## config.mk

```make
export PLATFORM = sky130hd
export DESIGN_NAME = template_match_ctrl
export DESIGN_NICKNAME = d
export VERILOG_FILES = /design/src/rtl/template_match_ctrl.sv
export SDC_FILE = /design/constraint.sdc
export NUM_CORES = 1
export LEC_CHECK = 0
export ABC_CLOCK_PERIOD_IN_PS = 2750
export CAP_MARGIN = 20
export CORE_ASPECT_RATIO = 0.75
export CORE_MARGIN = 4
export CORE_UTILIZATION = 27
export CTS_CLUSTER_SIZE = 14
export DETAILED_ROUTE_END_ITERATION = 10
export SYNTH_ARGS = -nofsm -noshare
export SYNTH_HDL_FRONTEND = slang
export SYNTH_SLANG_ARGS = --single-unit
```

## constraint.sdc

```tcl
create_clock -name CLK -period 2.75 [get_ports CLK]
set_clock_uncertainty 0.2 [all_clocks]
set_input_delay 0.4125 -clock CLK [delete_from_list [all_inputs] [get_ports CLK]]
set_output_delay 0.4125 -clock CLK [all_outputs]
set_load 0.005 [all_outputs]
```

## src/rtl/template_match_ctrl.sv

```systemverilog
// Window sequencer for the template-match correlation datapath: feeds T_HEIGHT lines,
// follows each one through the fixed datapath latency, and sums the line results into window totals.
module template_match_ctrl #(
    parameter int PIXEL_SIZE    = 8,
    parameter int LINE_SIZE     = 8,
    parameter int NUM_TEMPLATES = 4,
    parameter int T_HEIGHT      = 8,
    parameter int PIPE_LAT      = 4,
    localparam int LW = $clog2(LINE_SIZE) + 2 * PIXEL_SIZE,
    localparam int AW = LW + $clog2(T_HEIGHT),
    localparam int CW = $clog2(T_HEIGHT)
) (
    input  logic                               CLK,
    input  logic                               RST,
    input  logic                               start,
    output logic                               busy,
    output logic                               done,
    output logic                               line_req,
    output logic [CW-1:0]                      line_idx,
    input  logic                               line_ack,
    input  logic [LW-1:0]                      I_square_sum_in,
    input  logic [LW-1:0]                      I_sum_in,
    input  logic [NUM_TEMPLATES-1:0][LW-1:0]   TxI_sum_in,
    output logic                               res_valid,
    input  logic                               res_ready,
    output logic [AW-1:0]                      res_I_square,
    output logic [AW-1:0]                      res_I,
    output logic [NUM_TEMPLATES-1:0][AW-1:0]   res_TxI
);

    typedef enum logic [1:0] {
        IDLE  = 2'd0,
        FEED  = 2'd1,
        DRAIN = 2'd2,
        OUT   = 2'd3
    } state_t;

    localparam logic [CW-1:0] LAST_LINE = CW'(T_HEIGHT - 1);

    state_t                           state;
    state_t                           state_next;
    logic [CW-1:0]                    fc;
    logic [CW-1:0]                    ac;
    logic [PIPE_LAT-1:0]              vp;
    logic [AW-1:0]                    acc_isq;
    logic [AW-1:0]                    acc_i;
    logic [NUM_TEMPLATES-1:0][AW-1:0] acc_txi;
    logic                             done_q;
    logic                             feed_ack;
    logic                             acc_en;
    logic                             last_feed;
    logic                             last_acc;

    // An ack only counts while a line is actually being requested.
    always_comb begin
        feed_ack  = line_ack && (state == FEED);
        acc_en    = vp[PIPE_LAT-1];
        last_feed = feed_ack && (fc == LAST_LINE);
        last_acc  = acc_en && (ac == LAST_LINE);
    end

    always_comb begin
        state_next = state;
        busy       = 1'b1;
        line_req   = 1'b0;
        res_valid  = 1'b0;
        line_idx   = fc;
        case (state)
            IDLE: begin
                busy = 1'b0;
                if (start) state_next = FEED;
            end
            FEED: begin
                line_req = 1'b1;
                if (last_feed) state_next = DRAIN;
            end
            DRAIN: begin
                if (last_acc) state_next = OUT;
            end
            OUT: begin
                res_valid = 1'b1;
                if (res_ready) state_next = IDLE;
            end
            default: state_next = IDLE;
        endcase
    end

    always_ff @(posedge CLK) begin
        if (RST) begin
            state   <= IDLE;
            fc      <= '0;
            ac      <= '0;
            vp      <= '0;
            done_q  <= 1'b0;
            acc_isq <= '0;
            acc_i   <= '0;
            acc_txi <= '0;
        end else begin
            state  <= state_next;
            vp     <= (vp << 1) | PIPE_LAT'(feed_ack);
            done_q <= (state == OUT) && res_ready;
            if ((state == IDLE) && start) begin
                fc      <= '0;
                ac      <= '0;
                acc_isq <= '0;
                acc_i   <= '0;
                acc_txi <= '0;
            end else begin
                if (feed_ack) fc <= last_feed ? '0 : fc + CW'(1);
                // vp's top bit marks the cycle the line acked PIPE_LAT cycles ago has its sums ready.
                if (acc_en) begin
                    ac      <= last_acc ? '0 : ac + CW'(1);
                    acc_isq <= acc_isq + AW'(I_square_sum_in);
                    acc_i   <= acc_i + AW'(I_sum_in);
                    for (int k = 0; k < NUM_TEMPLATES; k++) begin
                        acc_txi[k] <= acc_txi[k] + AW'(TxI_sum_in[k]);
                    end
                end
            end
        end
    end

    assign done         = done_q;
    assign res_I_square = acc_isq;
    assign res_I        = acc_i;
    assign res_TxI      = acc_txi;

endmodule

```

* Word level (Yosys, flattened, before mapping)
Index checks and enable logic that the tools add are counted.
** Cells by class
- Divide/modulo/power cells :: 0
- Equal/unequal tests :: 9
- Multipliers :: 0
- Shift-type cells :: 0
- $lt $le $gt $ge :: 0
- Reduce and logical (&&, ||, !) cells :: 8
- Muxes and demuxes :: 10
- $add $sub $neg :: 8
- Bitwise operators :: 1
** Operators by type and width (number)
- $add A22 B19 Y22 :: 6
- $mux W2 :: 4
- $ne A2 B2 Y1 const B :: 4
- $pmux W2 S4 :: 1
- $add A3 B1 Y3 const B :: 2
- $eq A3 B3 Y1 const B :: 2
- $mux W3 :: 2
- $logic_and A1 B1 Y1 :: 5
- $eq A2 B2 Y1 const B :: 2
- $or A4 B1 Y4 :: 1
- $reduce_and A4 Y1 :: 1
- $mux W1 :: 3
- $eq A2 B1 Y1 const B :: 1
- $logic_not A2 Y1 :: 1
- $reduce_or A2 Y1 :: 1
** Storage, ports and cells
- Memory bits (writable) :: 0
- Bits of input ports :: 119
- Flip-flop bits (word level) :: 145
- Bits in latches :: 0
- Bits in read-only memories :: 0
- Memories kept :: 0

* Longest topological paths before layout
Gate-level depths: netlist of the first run.
- Depth after elaboration :: 5
- Mapped depth :: 11
- Depth with buffers taken out :: 11

* Worst setup path after synthesis of the first run
No wires, ideal clock.
- Path kind :: input -> register
- From :: input port TxI_sum_in[0] (netlist bit)
- To :: register acc_txi, in the netlist res_TxI[18]
- Cell stages on the path :: 10
- Slack :: -13 ps
- Arrival time :: 2488 ps
- Required time :: 2474 ps
- Path through :: ha_1 inv_1 fa_1 nor2b_1 o2111ai_1 a31oi_1 o2111ai_1 o311ai_1 mux2_2 o22ai_1
** Between the ends
- Longest elaborated chain between the ends :: 1
** Ends and longest elaborated chain
- from (decl) :: line 23 : input logic [NUM_TEMPLATES-1:0][LW-1:0] TxI_sum_in,
- $add A22 B19 Y22 :: line 116 : acc_txi[k] <= acc_txi[k] + AW'(TxI_sum_in[k]);
- to (signal, indexed assignment) :: line 116
- to (decl) :: line 47 : logic [NUM_TEMPLATES-1:0][AW-1:0] acc_txi;
Every way passes these cells.
A chain may end at the register's enable or synchronous reset.

* Worst setup path in the final report of the first run
- From :: input port TxI_sum_in[59] (netlist bit)
- To :: register acc_txi, in the netlist res_TxI[86]
The elaborated chain is that of the path after synthesis.

==> results of run 1 <==
## timing repair
item,CTS,global route
buffers inserted,5,6
pin swaps,21,46
resized for setup,30,56
setup endpoints to repair,17,38
## final cells by class
type	count	area [sq um]	share of cell area
Sequential cell	145	2910	0.180
Multi-Input combinational cell	1079	7710	0.476
Timing Repair Buffer	469	4210	0.260
Inverter	43	161	0.00997
Clock inverter	4	50.0	0.00309
Tap cell	512	641	0.0396
Clock buffer	25	507	0.0313
## path summary, 6_finish.rpt
kind / start / to / slack, ns
hold / removal: I_square_sum_in[0] / res_I_square[0]$_SDFFE_PP0P_ / 0.17
hold reg to reg: vp[1]$_SDFF_PP0_ / vp[2]$_SDFF_PP0_ / 0.24
setup reg to reg: res_TxI[66]$_SDFFE_PP0P_ / res_TxI[86]$_SDFFE_PP0P_ / 0.02
setup / recovery: TxI_sum_in[59] / res_TxI[86]$_SDFFE_PP0P_ / -0.02
## per-layer routing
metal  up-vias  global-route usage  wire (um)  share of wire
met4         2              0.0343        461          0.013
li1       5663                   -          -              -
met1      5277               0.222      17600           0.48
met5         -                   0         13        0.00036
met2       242               0.262      16300           0.45
met3        28              0.0486       2170          0.059
## kinds of logic (layout without fill, tap and decap cells)
| kind of cell | count (synthesis) | count (layout) | share of synthesized area |
|---|---|---|---|
| xor+xnor | 81 | 81 | 0.0668 |
| fa+ha+maj | 129 | 129 | 0.156 |
| mux | 44 | 44 | 0.0420 |
| simple gates | 412 | 412 | 0.180 |
| buf+inv | 95 | 541 | 0.0343 |
| compound gates | 413 | 413 | 0.248 |
| flops | 145 | 145 | 0.273 |
## worst reg2reg max path, stage by stage (launching register included)
cell and delay [ns]:
dfxtp_2 0.33, ha_4 0.17, inv_2 0.06, fa_2 0.22
nor2b_4 0.05, o31a_1 0.33, o41a_1 0.45, a211oi_2 0.23
buf_4 0.17, o22ai_2 0.08, nand3_1 0.13, xor2_1 0.15
nor2_1 0.06
## power by group through the flow
stage | combinational [uW] | clock (uW) | sequential, uW
2_1_floorplan | 612 | 0 | 2210
3_3_place_gp | 1240 | 0 | 2210
3_5_place_dp | 1260 | 0 | 2210
4_1_cts | 1270 | 2400 | 2170
5_1_grt | 1400 | 2470 | 2170
6_report | 1270 | 2290 | 2170
## metrics by stage
step | power [uW] | util
floorplan | 2820 | -
CTS | 5840 | 0.413
global route | 6040 | 0.420
detailed placement | 3470 | 0.395
global placement | 3450 | 0.395
finish | 5730 | 0.420
## state kept, by name (all words and copies together) (netlist names)
name,flops
res_TxI,88
res_I_square,22
state,2
done,1
res_I,22
line_idx,3
vp,4
ac,3
## cells in the mapped netlist (7+ instances only)
library cell / count / area share
or2_2: 7 / 0.0041
dfxtp_1: 145 / 0.27
o22ai_1: 9 / 0.0053
nor2_1: 141 / 0.050
o21ai_0: 92 / 0.043
o211ai_1: 10 / 0.0071
nand2_1: 113 / 0.040
mux2i_1: 42 / 0.040
o21bai_1: 11 / 0.0078
a21o_1: 52 / 0.037
ha_1: 123 / 0.14
and3_1: 16 / 0.0094
o21a_1: 18 / 0.013
nor3_1: 29 / 0.014
inv_1: 42 / 0.015
a21oi_1: 118 / 0.056
clkbuf_1: 45 / 0.016
a211oi_1: 25 / 0.018
nand3_1: 31 / 0.015
a31oi_1: 17 / 0.010
nand2b_1: 11 / 0.0065
xnor2_1: 47 / 0.039
nand4_1: 11 / 0.0065
nor2b_1: 22 / 0.013
xor2_1: 34 / 0.028
==> out/metrics.yaml, run 1 <==
timing:
  relSlewSlack: 0.585
  hold_viol: 0
  fin_crit_sh: 1.01
  setup_viol: 1
  max_freq_ghz: 0.360
  fin_crit_ns: 2.77
  rsz0062_at_grt: "yes"
  whs_ns: 0.171
  tightest_slew_ns: 0.607
  slew_viol_final: 0
  fin_setup_tns_ns: -0.0245
  setup_slack_ns: -0.0245
clock_tree:
  h-tree-depth: 4
  cts_hold_buf: 0
  cts_tree: "yes"
  path_clk_slew_ns: 0.06
  clk-insertion-delay-late_ns: 0.43
  cts-root-buf: "clkbuf_16"
  cts_buffers: 17
  clock_path_buffers: 2
  clock-sinks: 145
grt:
  antenna_found_initial: 1
  track_usage: 0.165
  grt_pass1_vias: 11000
  grt_overflow: 0
  grt_max_degree: 39
  grt_pass1_wl_um: 57900
die:
  start_util: 0.276
  dieHeight_um: 180
  core.rowCount: 62
  pin_count: 258
  die_width_um: 237
  die_area_sq_mm: 0.0426
  core_sq_mm: 0.0386
worst_setup_path:
  cpPeakStageDelay_ns: 0.45
  path_cells: "clkdlybuf4s50_1 -> ha_1 -> nor2b_4 -> o31a_1 -> o41a_1 -> a211oi_2 -> buf_4 -> o22ai_2 -> nand3_1 -> xor2_1 -> nor2_1"
  worst-endpoint-required_ns: 2.87
  r2r_cells: 12
  critical_path.top_delay_family: "compound AO/OA/AOI/OAI gates"
  path_class: "in -> reg"
  cp-end-kind: "register"
  startpoint_type: "input port"
  crit_slowest_cell: "o41a_1"
  crit_cells: 11
  path_buf_inv: 2
  critPathArrivalTime_ns: 2.89
  crit_fanout: 3
power_and_ir_drop:
  max-vdd-ir-drop_mv: 0.325
  power_density_mw_per_mm2: 354
  p_seq_frac: 0.378
  total_leakage_power_uw: 0.00687
  swShare: 0.286
  internal-power_uw: 4090
  clkPwrFrac: 0.400
  p_sw_uw: 1640
  pwr-share-comb: 0.222
route:
  drt_iter0_drc: 512
  antenna_left: 0
  route.detailed.wl_per_inst_um: 16.0
  viasPerCell: 4.92
  drtPass1Iterations: 5
  finalWirelength_um: 36500
  vias: 11200
  drc: 0
placement:
  dpl-instance-area_sq_mm: 0.0152
  io_buffers: 257
  gp_congestion: 0.862
  dp.cells: 2237
  hpwl_um: 27900
  place_ws_ns: -0.715
synthesis:
  yosys_warnings: 0
  yosysUniqueCellTypes: 72
  synth-main-ff-cell: "dfxtp_1"
  synth-seq-area-share: 0.273
  synthCells: 1319
  synthArstFlopShare: 0
  syn_avg_cell_area_sq_um: 8.06
  synth_seq_cells: 145
  synth_edf_count: 0
  synthesis.nets: 1567
  netlist_area_sq_mm: 0.0106
finish:
  layout_commonest_cell: "clkdlybuf4s50_1"
  fin_nets: 2003
  final_cell_mix: "clkdlybuf4s50_1, buf_4, nor2_1, dfxtp_1, ha_1"
  antenna_cells: 0
  fin_cells: 2277
  final_area_sq_mm: 0.0162
  area_growth_pct: 52.4
  drive_gt1_frac: 0.182
  nFillCells: 3839
outcome:
  violations: "setup timing"
  status: "complete, but fails checks"
job:
  cap_viol_max_count: 0
worst_hold_path:
  hold_path.class: "in -> reg"
  min_path_cells: 4
Note: power is estimated with default switching activity, not from simulation.
==> run 2, diff against run 1 <==
--- a/config.mk
+++ b/config.mk
@@ -6,12 +6,13 @@
 export NUM_CORES = 1
 export LEC_CHECK = 0
 export ABC_CLOCK_PERIOD_IN_PS = 2750
-export CAP_MARGIN = 20
+export CAP_MARGIN = 5
 export CORE_ASPECT_RATIO = 0.75
 export CORE_MARGIN = 4
 export CORE_UTILIZATION = 27
 export CTS_CLUSTER_SIZE = 14
 export DETAILED_ROUTE_END_ITERATION = 10
+export SETUP_SLACK_MARGIN = 0.05
 export SYNTH_ARGS = -nofsm -noshare
 export SYNTH_HDL_FRONTEND = slang
 export SYNTH_SLANG_ARGS = --single-unit
==> run 2 against run 1 <==
Against the previous run:
- the flow now finishes without violations
- worst setup slack better by 0.045 ns
- register-to-register slack hardly changed
- clock power is 15% higher
- flip-flop and latch count is the same
- final area increased by 1.0%
- maximum frequency up 1.7%
- global-route usage is 0.17 points higher
- die area unchanged
- sequential power is essentially flat
- sequential share of layout area fell by 0.17 points
- non-clock buffer count decreased by 5
- critical path type is now reg -> reg
- critical endpoint is now res_TxI[18]$_SDFFE_PP0P_
- largest power group unchanged
==> out/metrics.yaml, run 2 (same netlist as run 1, synthesis figures left out) <==
grt:
  grt_pass1_wl_um: 58400  # was 57900 um
  track_usage: 0.166  # was 0.165
  grt_pass1_vias: 11100  # was 11.0k
  antenna_found_initial: 2  # was 1
  grt_overflow: 0  # unchanged
  grt_max_degree: 32  # was 39
finish:
  area_growth_pct: 54.0  # was 52.4%
  largest_reg_flops: 88  # unchanged
  drive_gt1_frac: 0.193  # was 0.182
  fin_nets: 1998  # was 2003
  fin_cells: 2275  # was 2277
  layout_commonest_cell: "clkdlybuf4s50_1"  # unchanged
  final_cell_mix: "clkdlybuf4s50_1, buf_4, nor2_1"  # was clkdlybuf4s50_1, buf_4, nor2_1, dfxtp_1, ha_1
  antenna_cells: 0  # unchanged
  nFillCells: 3806  # was 3839
route:
  drc: 0  # unchanged
  drtPass1Iterations: 5  # unchanged
  vias: 11300  # was 11.2k
  route.detailed.wl_per_inst_um: 16.4  # was 16.0 um
  antenna_left: 0  # unchanged
  viasPerCell: 4.96  # was 4.92
  finalWirelength_um: 37200  # was 36500 um
  drt_iter0_drc: 470  # was 512
die:
  pin_count: 258  # unchanged
  die_width_um: 237  # unchanged
  die_area_sq_mm: 0.0426  # unchanged
  start_util: 0.276  # unchanged
  core.rowCount: 62  # unchanged
  core_sq_mm: 0.0386  # unchanged
  dieHeight_um: 180  # unchanged
worst_hold_path:
  min_path_cells: 4  # unchanged
  hold_path.class: "in -> reg"  # unchanged
  holdPathEnd: "res_TxI[66]$_SDFFE_PP0P_"  # was res_I_square[0]$_SDFFE_PP0P_
  min_from: "TxI_sum_in[57]"  # was I_square_sum_in[0]
worst_setup_path:
  startpoint_type: "register"  # was input port
  r2r_cells: 10  # was 12
  crit_fanout: 3  # unchanged
  rr_endpoint: "res_TxI[18]$_SDFFE_PP0P_"  # was res_TxI[86]$_SDFFE_PP0P_
  worst-endpoint-required_ns: 2.92  # was 2.87 ns
  critPathArrivalTime_ns: 2.90  # was 2.89 ns
  regToRegSetupSlack_ns: 0.02  # about the same
  path_class: "reg -> reg"  # was in -> reg
  r2r-start: "res_TxI[0]$_SDFFE_PP0P_"  # was res_TxI[66]$_SDFFE_PP0P_
  cp-end-kind: "register"  # unchanged
clock_tree:
  h-tree-depth: 4  # unchanged
  cts_buffers: 17  # unchanged
  cts_hold_buf: 0  # unchanged
  clk-insertion-delay-late_ns: 0.44  # was 0.43 ns
  clock_path_buffers: 2  # unchanged
  cts-root-buf: "clkbuf_16"  # unchanged
  path_clk_slew_ns: 0.07  # was 0.06 ns
  clock-sinks: 145  # unchanged
  cts_tree: "yes"  # unchanged
power_and_ir_drop:
  total_leakage_power_uw: 0.00692  # was 0.00687 uW
  power_density_mw_per_mm2: 372  # was 354 mW/mm^2
  max-vdd-ir-drop_mv: 0.398  # was 0.325 mV
placement:
  gp_congestion: 0.860  # was 0.862
  hpwl_um: 28100  # was 27900 um
  io_buffers: 257  # unchanged
  dp.cells: 2234  # was 2237
  place_ws_ns: -0.637  # was -0.715 ns
timing:
  relSlewSlack: 0.623  # was 0.585
  max_freq_ghz: 0.366  # was 0.360 GHz
  hold_viol: 0  # unchanged
  fin_crit_sh: 0.993  # was 1.01
  setup_slack_ns: 0.0206  # was -0.0245 ns
  tightest_slew_ns: 0.564  # was 0.607 ns
  rsz0062_at_grt: "yes"  # unchanged
  fin_crit_ns: 2.73  # was 2.77 ns
  setup_viol: 0  # was 1
  slew_viol_final: 0  # unchanged
outcome:
  status: "finished, final reports clean"  # was complete, but fails checks
job:
  cap_viol_max_count: 0  # unchanged
==> run 2: per-stage QoR <==
stage               total power, uW  cell area [sq um]  hold WS [ns]   util  TNS, ns
global placement               3440              15200         0.220  0.394   -22.50
detailed placement             3460              15200         0.230  0.394   -24.73
global route                   6380              16400         0.217  0.424  -0.0964
finish                         6090              16400         0.186  0.424        0
floorplan                      2820              10600         0.214      -        0
CTS                            6170              16000         0.246  0.414        0
==> run 2: cell type report <==
type                    instances  area [sq um]  share of cell area
well taps                     512           641              0.0392
repair buffers                464          4160               0.254
multi-input cells            1079          7840               0.479
clock buffers                  18           429              0.0262
flip-flops and latches        145          2920               0.178
inverters                      43           161             0.00987
clock inverters                14           213              0.0130
==> run 2: power breakdown <==
part	switching [uW]	internal (uW)	total [uW]
sequential	34.9	2130	2170
clock	1030	1610	2640
combinational	683	595	1280
total	1750	4340	6090
==> run 2: what timing repair did <==
item | 4_1_cts | 5_1_grt
gates resized for setup | 35 | 71
setup buffers | 2 | 7
pin swaps | 23 | 46
endpoints found under the setup margin | 23 | 49
==> run 2: how the worst max path moves through the flow <==
stage | start | end | slack (ns) | cells past startpoint
5_1_grt | res_TxI[0]$_SDFFE_PP0P_ | res_TxI[18]$_SDFFE_PP0P_ | -0.06 | 10
2_1_floorplan | TxI_sum_in[0] | res_TxI[18]$_SDFFE_PP0P_ | 0.06 | 10
3_5_place_dp | TxI_sum_in[0] | res_TxI[18]$_SDFFE_PP0P_ | -0.64 | 11
6_report | res_TxI[0]$_SDFFE_PP0P_ | res_TxI[18]$_SDFFE_PP0P_ | 0.02 | 10
4_1_cts | res_TxI[44]$_SDFFE_PP0P_ | res_TxI[64]$_SDFFE_PP0P_ | 0.02 | 11
3_3_place_gp | TxI_sum_in[0] | res_TxI[18]$_SDFFE_PP0P_ | -0.60 | 11
==> run 2: critical path: stages, from the launching register on <==
cell and delay [ns]:
dfxtp_2 0.36, ha_4 0.14, inv_2 0.04, fa_2 0.36, nor2b_4 0.16, o2111ai_4 0.16, a31oi_4 0.21, o2111ai_4 0.20
o311ai_4 0.36, mux2_4 0.33, o22ai_2 0.13
==> run 2: layer usage <==
| layer | routed length (um) | vias up | GRT usage |
|---|---|---|---|
| met3 | 2350 | 40 | 0.0481 |
| met4 | 350 | 4 | 0.0303 |
| met5 | 27 | - | 0 |
| li1 | - | 5662 | - |
| met2 | 16800 | 261 | 0.265 |
| met1 | 17700 | 5307 | 0.226 |
